## src/rtl/adder_arbiter.sv

```systemverilog
// Two-port round-robin front end for a shared, externally pipelined adder.
// Results return on the requesting port in acceptance order; supports flush.
module adder_arbiter #(
  parameter int WIDTH1 = 4,
  parameter int WIDTH2 = 4,
  parameter int LAT = 2,
  localparam int W = WIDTH1 + WIDTH2
) (
  input  logic              clk,
  input  logic              aclr_n,
  input  logic              req0_valid,
  output logic              req0_ready,
  input  logic [W-1:0]      req0_a,
  input  logic [W-1:0]      req0_b,
  input  logic              req1_valid,
  output logic              req1_ready,
  input  logic [W-1:0]      req1_a,
  input  logic [W-1:0]      req1_b,
  output logic              res0_valid,
  output logic [W-1:0]      res0_data,
  output logic              res1_valid,
  output logic [W-1:0]      res1_data,
  input  logic              flush_req,
  output logic              flush_done,
  output logic [WIDTH1-1:0] add_l1,
  output logic [WIDTH1-1:0] add_l2,
  output logic [WIDTH2-1:0] add_l3,
  output logic [WIDTH2-1:0] add_l4,
  output logic              add_aclr,
  input  logic [W-1:0]      add_sum,
  output logic              busy
);

  localparam logic [1:0] RUN   = 2'd0;
  localparam logic [1:0] DRAIN = 2'd1;
  localparam logic [1:0] CLEAR = 2'd2;

  logic [1:0]   state;
  logic         prio;
  logic [LAT:0] tv;
  logic [LAT:0] tp;
  logic         run;
  logic         g0;
  logic         g1;
  logic         acc0;
  logic         acc1;
  logic         acc;
  logic [W-1:0] sa;
  logic [W-1:0] sb;

  // prio names the port that wins when both request
  assign run  = (state == RUN);
  assign g0   = req0_valid & (~req1_valid | ~prio);
  assign g1   = req1_valid & (~req0_valid | prio);
  assign req0_ready = run & g0;
  assign req1_ready = run & g1;
  assign acc0 = req0_valid & req0_ready;
  assign acc1 = req1_valid & req1_ready;
  assign acc  = acc0 | acc1;
  assign sa   = acc1 ? req1_a : req0_a;
  assign sb   = acc1 ? req1_b : req0_b;

  assign busy     = ~run | (|tv);
  assign add_aclr = ~aclr_n | (state == CLEAR);

  always_ff @(posedge clk or negedge aclr_n) begin
    if (!aclr_n) begin
      state      <= RUN;
      prio       <= 1'b0;
      tv         <= '0;
      tp         <= '0;
      res0_valid <= 1'b0;
      res1_valid <= 1'b0;
      res0_data  <= '0;
      res1_data  <= '0;
      add_l1     <= '0;
      add_l2     <= '0;
      add_l3     <= '0;
      add_l4     <= '0;
      flush_done <= 1'b0;
    end else begin
      tv <= {tv[LAT-1:0], acc};
      tp <= {tp[LAT-1:0], acc1};
      if (acc) begin
        prio   <= ~acc1;
        add_l1 <= sa[WIDTH1-1:0];
        add_l2 <= sb[WIDTH1-1:0];
        add_l3 <= sa[W-1:WIDTH1];
        add_l4 <= sb[W-1:WIDTH1];
      end
      // tag leaving the pipe lines up with the adder output
      res0_valid <= tv[LAT] & ~tp[LAT];
      res1_valid <= tv[LAT] & tp[LAT];
      if (tv[LAT] & ~tp[LAT]) res0_data <= add_sum;
      if (tv[LAT] & tp[LAT])  res1_data <= add_sum;
      flush_done <= (state == CLEAR);
      unique case (state)
        RUN:     if (flush_req) state <= DRAIN;
        DRAIN:   if (~|tv) state <= CLEAR;
        CLEAR:   state <= RUN;
        default: state <= RUN;
      endcase
    end
  end

endmodule
```

## config.mk

```make
export PLATFORM = sky130hd
export DESIGN_NAME = adder_arbiter
export DESIGN_NICKNAME = d
export VERILOG_FILES = /design/src/rtl/adder_arbiter.sv
export SDC_FILE = /design/constraint.sdc
export NUM_CORES = 1
export LEC_CHECK = 0
export ABC_AREA = 1
export BUFFER_PORTS_ARGS = -buffer_cell sky130_fd_sc_hd__buf_2
export CORE_ASPECT_RATIO = 1.1
export CORE_MARGIN = 2
export CORE_UTILIZATION = 35
export CTS_CLUSTER_DIAMETER = 120
export DETAILED_ROUTE_END_ITERATION = 10
export MAX_ROUTING_LAYER = met4
export PLACE_DENSITY = 0.66
export SLEW_MARGIN = 0
export SYNTH_ARGS = -nofsm -noshare
export SYNTH_HDL_FRONTEND = slang
export SYNTH_SLANG_ARGS = --single-unit
```

## constraint.sdc

```tcl
create_clock -name clk -period 1.3 [get_ports clk]
set_input_delay 0.26 -clock clk [delete_from_list [all_inputs] [get_ports clk]]
set_output_delay 0.26 -clock clk [all_outputs]
set_load 0.005 [all_outputs]
```

Word-level counts from Yosys, hierarchy flattened

Cells that the tools add are included.

Register bits after elaboration: 44
Input port bits: 45

Equality and inequality tests: 4
Muxes and demuxes: 5
Bitwise logic cells: 20
Reduce and logical (&&, ||, !) cells: 3

Operators by type and width:

| cell                 | count |
|---|---|
| $mux W8              | 2 |
| $and A1 B1 Y1        | 8 |
| $not A1 Y1           | 7 |
| $or A1 B1 Y1         | 5 |
| $mux W2              | 2 |
| $ne A2 B2 Y1 const B | 2 |
| $pmux W2 S2          | 1 |
| $reduce_or A3 Y1     | 1 |
| $eq A2 B1 Y1 const B | 1 |
| $eq A2 B2 Y1 const B | 1 |
| $logic_not A2 Y1     | 1 |
| $reduce_and A2 Y1    | 1 |

Longest topological paths before layout

Depth after elaboration: 6
Depth in mapped cells: 7
Depth with buffers taken out: 6

Least setup slack after synthesis

Ideal clock, no wire load.

Kind: register to output
Start point: register state[0]
End point: output port req0_ready
Arrival: 1,004 ps
Data required time: 1,040 ps
Path slack: 36 ps
Cell stages (with the launch flop): 6
Cell sequence: dfrtp_1 > nor2_4 > buf_6 > buf_6 > o211ai_1 > inv_1

Word-level cells in the longest chain between the ends: 2

Ends and longest elaborated chain:

| item                     | RTL line | RTL |
|---|---|---|
| start: declaration       | 38       | `logic [1:0] state;` |
| start signal: assignment | 68       | `state <= RUN;` |
| start signal: assignment | 98       | `RUN: if (flush_req) state <= DRAIN;` |
| start signal: assignment | 99       | `DRAIN: if (~\|tv) state <= CLEAR;` |
| $logic_not A2 Y1         | 52       | `assign run = (state == RUN);` |
| $and A1 B1 Y1            | 55       | `assign req0_ready = run & g0;` |
| end: declaration         | 12       | `output logic req0_ready,` |

No other way between the ends.

Final worst setup path

Start point: register state[0]
End point: output port add_aclr

Word-level cells in the longest chain between the ends: 2

Ends and longest elaborated chain:

| item             | RTL line | RTL |
|---|---|---|
| $eq A2 B2 Y1     | 64       | `assign add_aclr = ~aclr_n \| (state == CLEAR);` |
| $or A1 B1 Y1     | 64       |  |
| end: declaration | 29       | `output logic add_aclr,` |

No other way between the ends.

==> qor.csv <==
stage;metric;value;unit
yosys;ys_ff_latch;44;
status;violations;negative setup slack;
detailed_routing;vias;1791;
setup_path;reg2reg_setup_slack;-0.04;ns
timing;fin_setup_tns;-0.777;ns
setup_path;timing.rr.start;state[0];
clock_network;cts_tree;built;
floorplan;dieWidth;75.8;um
yosys;syn_avg_cell_area;8.48;um^2
setup_path;cp.arrival;1.21;ns
floorplan;pin_count;84;
detailed_routing;routed.top_layer;met4;
yosys;netlist_area;1980;um^2
timing;setup_viol;12;
detailed_routing;drt-wirelength-per-cell;11.3;um
detailed_routing;dr.pass1.iters;4;
yosys;async_flop_share;100;%
clock_network;insertion_delay;0.29;ns
timing;period_share;113;%
floorplan;start_util;36.5;%
global_routing;grt_first_pass_wirelength;7180;um
timing;rsz0062_at_grt;true;
clock_network;cts_hold_buf;0;
yosys;synthCells;234;
status;status;finished with violations;
yosys;synth_cell_type_count;17;
power;leakagePower;1.59;nW
timing;tightest_slew;0.548;ns
yosys;synth_top_area_cell;dfrtp_1;
cells_and_area;fin_nets;373;
setup_path;crit_start;state[0];
setup_path;start_kind;flop;
floorplan;die_area;6280;um^2
power;total_power;0.00588;W
timing;report.final.hold_viol_count;0;
global_routing;grt_pass1_vias;1648;
timing;worst_slack;-0.171;ns
worst_hold_path;hold_class;primary input to asynchronous set/reset pin;
detailed_routing;drtIter0Drc;77;
clock_network;clkSinkCount;44;
global_routing;grt_max_degree;45;
setup_path;r2r-end;add_l4[0];
timing;final_max_slew_viol_count;0;
global_routing;grt-ovfl-total;0;
setup_path;cp-end-kind;output pin;
clock_network;cts-root-buf;clkbuf_8;
cells_and_area;final_core_util;48.8;%
yosys;synth_most_common_cell;nand2_1;
clock_network;clock_tree.buffer_depth;2;
clock_network;cts_made_buffers;5;
global_routing;track_usage;14.8;%
flow_run;maxCapViolCount;0;
floorplan;die_h;82.9;um
yosys;syn-num-nets;279;
yosys;ys_top_cells_by_area;dfrtp_1, nand2_1, inv_1;
cells_and_area;layout-drive-gt1-share;34.0;%
setup_path;path_max_fanout;3;
global_routing;antenna_found_initial;0;
clock_network;h-tree-depth;2;
detailed_routing;wl;4580;um
setup_path;worstPathRequired;1.04;ns
detailed_routing;wl_met3;377;um
floorplan;fp-row-count;28;
floorplan;core;5430;um^2
timing;relSlewSlack;63.5;%
setup_path;r2r_cells;7;
setup_path;crit_type;flop to output pin;
timing;min_period;1.47;ns
detailed_routing;antenna_left;0;
clock_network;clk_pin_slew;0.08;ns
yosys;synth_flop_cell;dfrtp_1;
yosys;synth_edf_count;0;
power;power.density;2220;nW/um^2
placement;io_buffers;83;
yosys;synth_common_cells;nand2_1, inv_1, dfrtp_1;
setup_path;crit_path_end;add_aclr;
power;vdd_ir_drop_max;843;uV
cells_and_area;fillers;536;
cells_and_area;area_delta_synth_final;33.5;%
placement;gp_congestion;0.787;
detailed_routing;wl_met1;2070;um
detailed_routing;drc;0;
timing;final.setup_skew;0.00612;ns
placement;dp_hpwl;3300;um
yosys;synth_top_area_share;55.5;%
detailed_routing;via_per_inst;4.43;
yosys;synth-warning-count;0;
yosys;synth-seq-area-share;55.5;%
detailed_routing;route.met2.wl;2070;um
timing;fmax;680;MHz
cells_and_area;diodes;0;
==> layout by cell type, fill, tap and decap left out <==
master / synthesis / final
buf_4: 2 / 10
buf_12: 0 / 1
clkinv_2: 0 / 2
buf_6: 4 / 4
nand3_4: 1 / 1
o21ai_0: 18 / 17
nand2_2: 1 / 1
o211ai_1: 1 / 1
clkbuf_8: 0 / 6
o21ai_2: 0 / 1
dfrtp_1: 44 / 44
o21ai_4: 1 / 1
nand4_1: 16 / 16
nand3_1: 18 / 18
buf_2: 3 / 82
nor2_1: 4 / 4
nand2_1: 69 / 69
inv_1: 49 / 48
clkinv_4: 0 / 1
inv_2: 0 / 1
nor2_4: 1 / 1
==> through the flow <==
stage          setup WS [ns]  hold WS (ns)  area [um^2]  instances
6_report              -0.171        0.0683         2650        404
5_1_grt               -0.227         0.112         2650        404
4_1_cts               -0.166        0.0754         2600        400
3_5_place_dp          0.0528         0.341         2490        391
3_3_place_gp          0.0825         0.331         2490        391
2_1_floorplan         0.0365       -0.0356         1980        234
==> worst min path at each step <==
stage | end | startpoint | slack, ns
floorplan | add_l1[0] | aclr_n | -0.04
global placement | tp[2] | tp[1] | 0.33
detailed placement | tp[2] | tp[1] | 0.34
CTS | state[0] | aclr_n | 0.08
global route | res1_data[2] | aclr_n | 0.11
finish | state[0] | aclr_n | 0.07
==> logic make-up (layout without fill, tap and decap cells) <==
family,after synthesis,count (layout),share of synthesized area [%]
DFF,44,44,55.5
and+or+nand+nor,110,110,25.2
AOI/OAI and AO/OA,20,20,5.74
buffers and inverters,60,155,13.6
==> sequential cells by signal, indices dropped and copies added (netlist names) <==
register and flops:
res1_data 8, add_l4 4, add_l1 4, add_l2 4
res1_valid 1, tp 3, tv 3, state 2
res0_data 8, prio 1, res0_valid 1, add_l3 4
flush_done 1
==> critical path: stages (launching register included) <==
cell     delay [ns]
dfrtp_1        0.42
buf_4          0.15
buf_6          0.11
o21ai_2        0.11
buf_2          0.13
==> power breakdown <==
group / internal [W] / switching [W]
Clock: 0.000424 / 0.000450
Sequential: 0.00203 / 0.000328
Combinational: 0.00121 / 0.00144
Total: 0.00366 / 0.00222
==> cell type report <==
type / instances / area (um^2) / area share (%)
tap: 75 / 93.8 / 3.54
timing repair buffer: 97 / 551 / 20.8
multi-input combinational: 130 / 617 / 23.3
inverter: 50 / 193 / 7.28
sequential: 44 / 1100 / 41.6
clock inverter: 2 / 10.0 / 0.378
clock buffer: 6 / 82.6 / 3.12
==> routing by layer <==
layer  up-vias  global-route usage (%)
met1       798                    19.0
li1        908                       -
met2        78                    22.3
met5         -                       -
met3         7                    3.88
met4         0                    5.26
==> repair_timing <==
action,4_1_cts,5_1_grt
gates resized for setup,3,7
endpoints found under the setup margin,4,20
hold endpoints to repair,0,0
setup buffers,1,4
pin swaps,1,2
No activity file was read; power rests on OpenSTA's default activity.
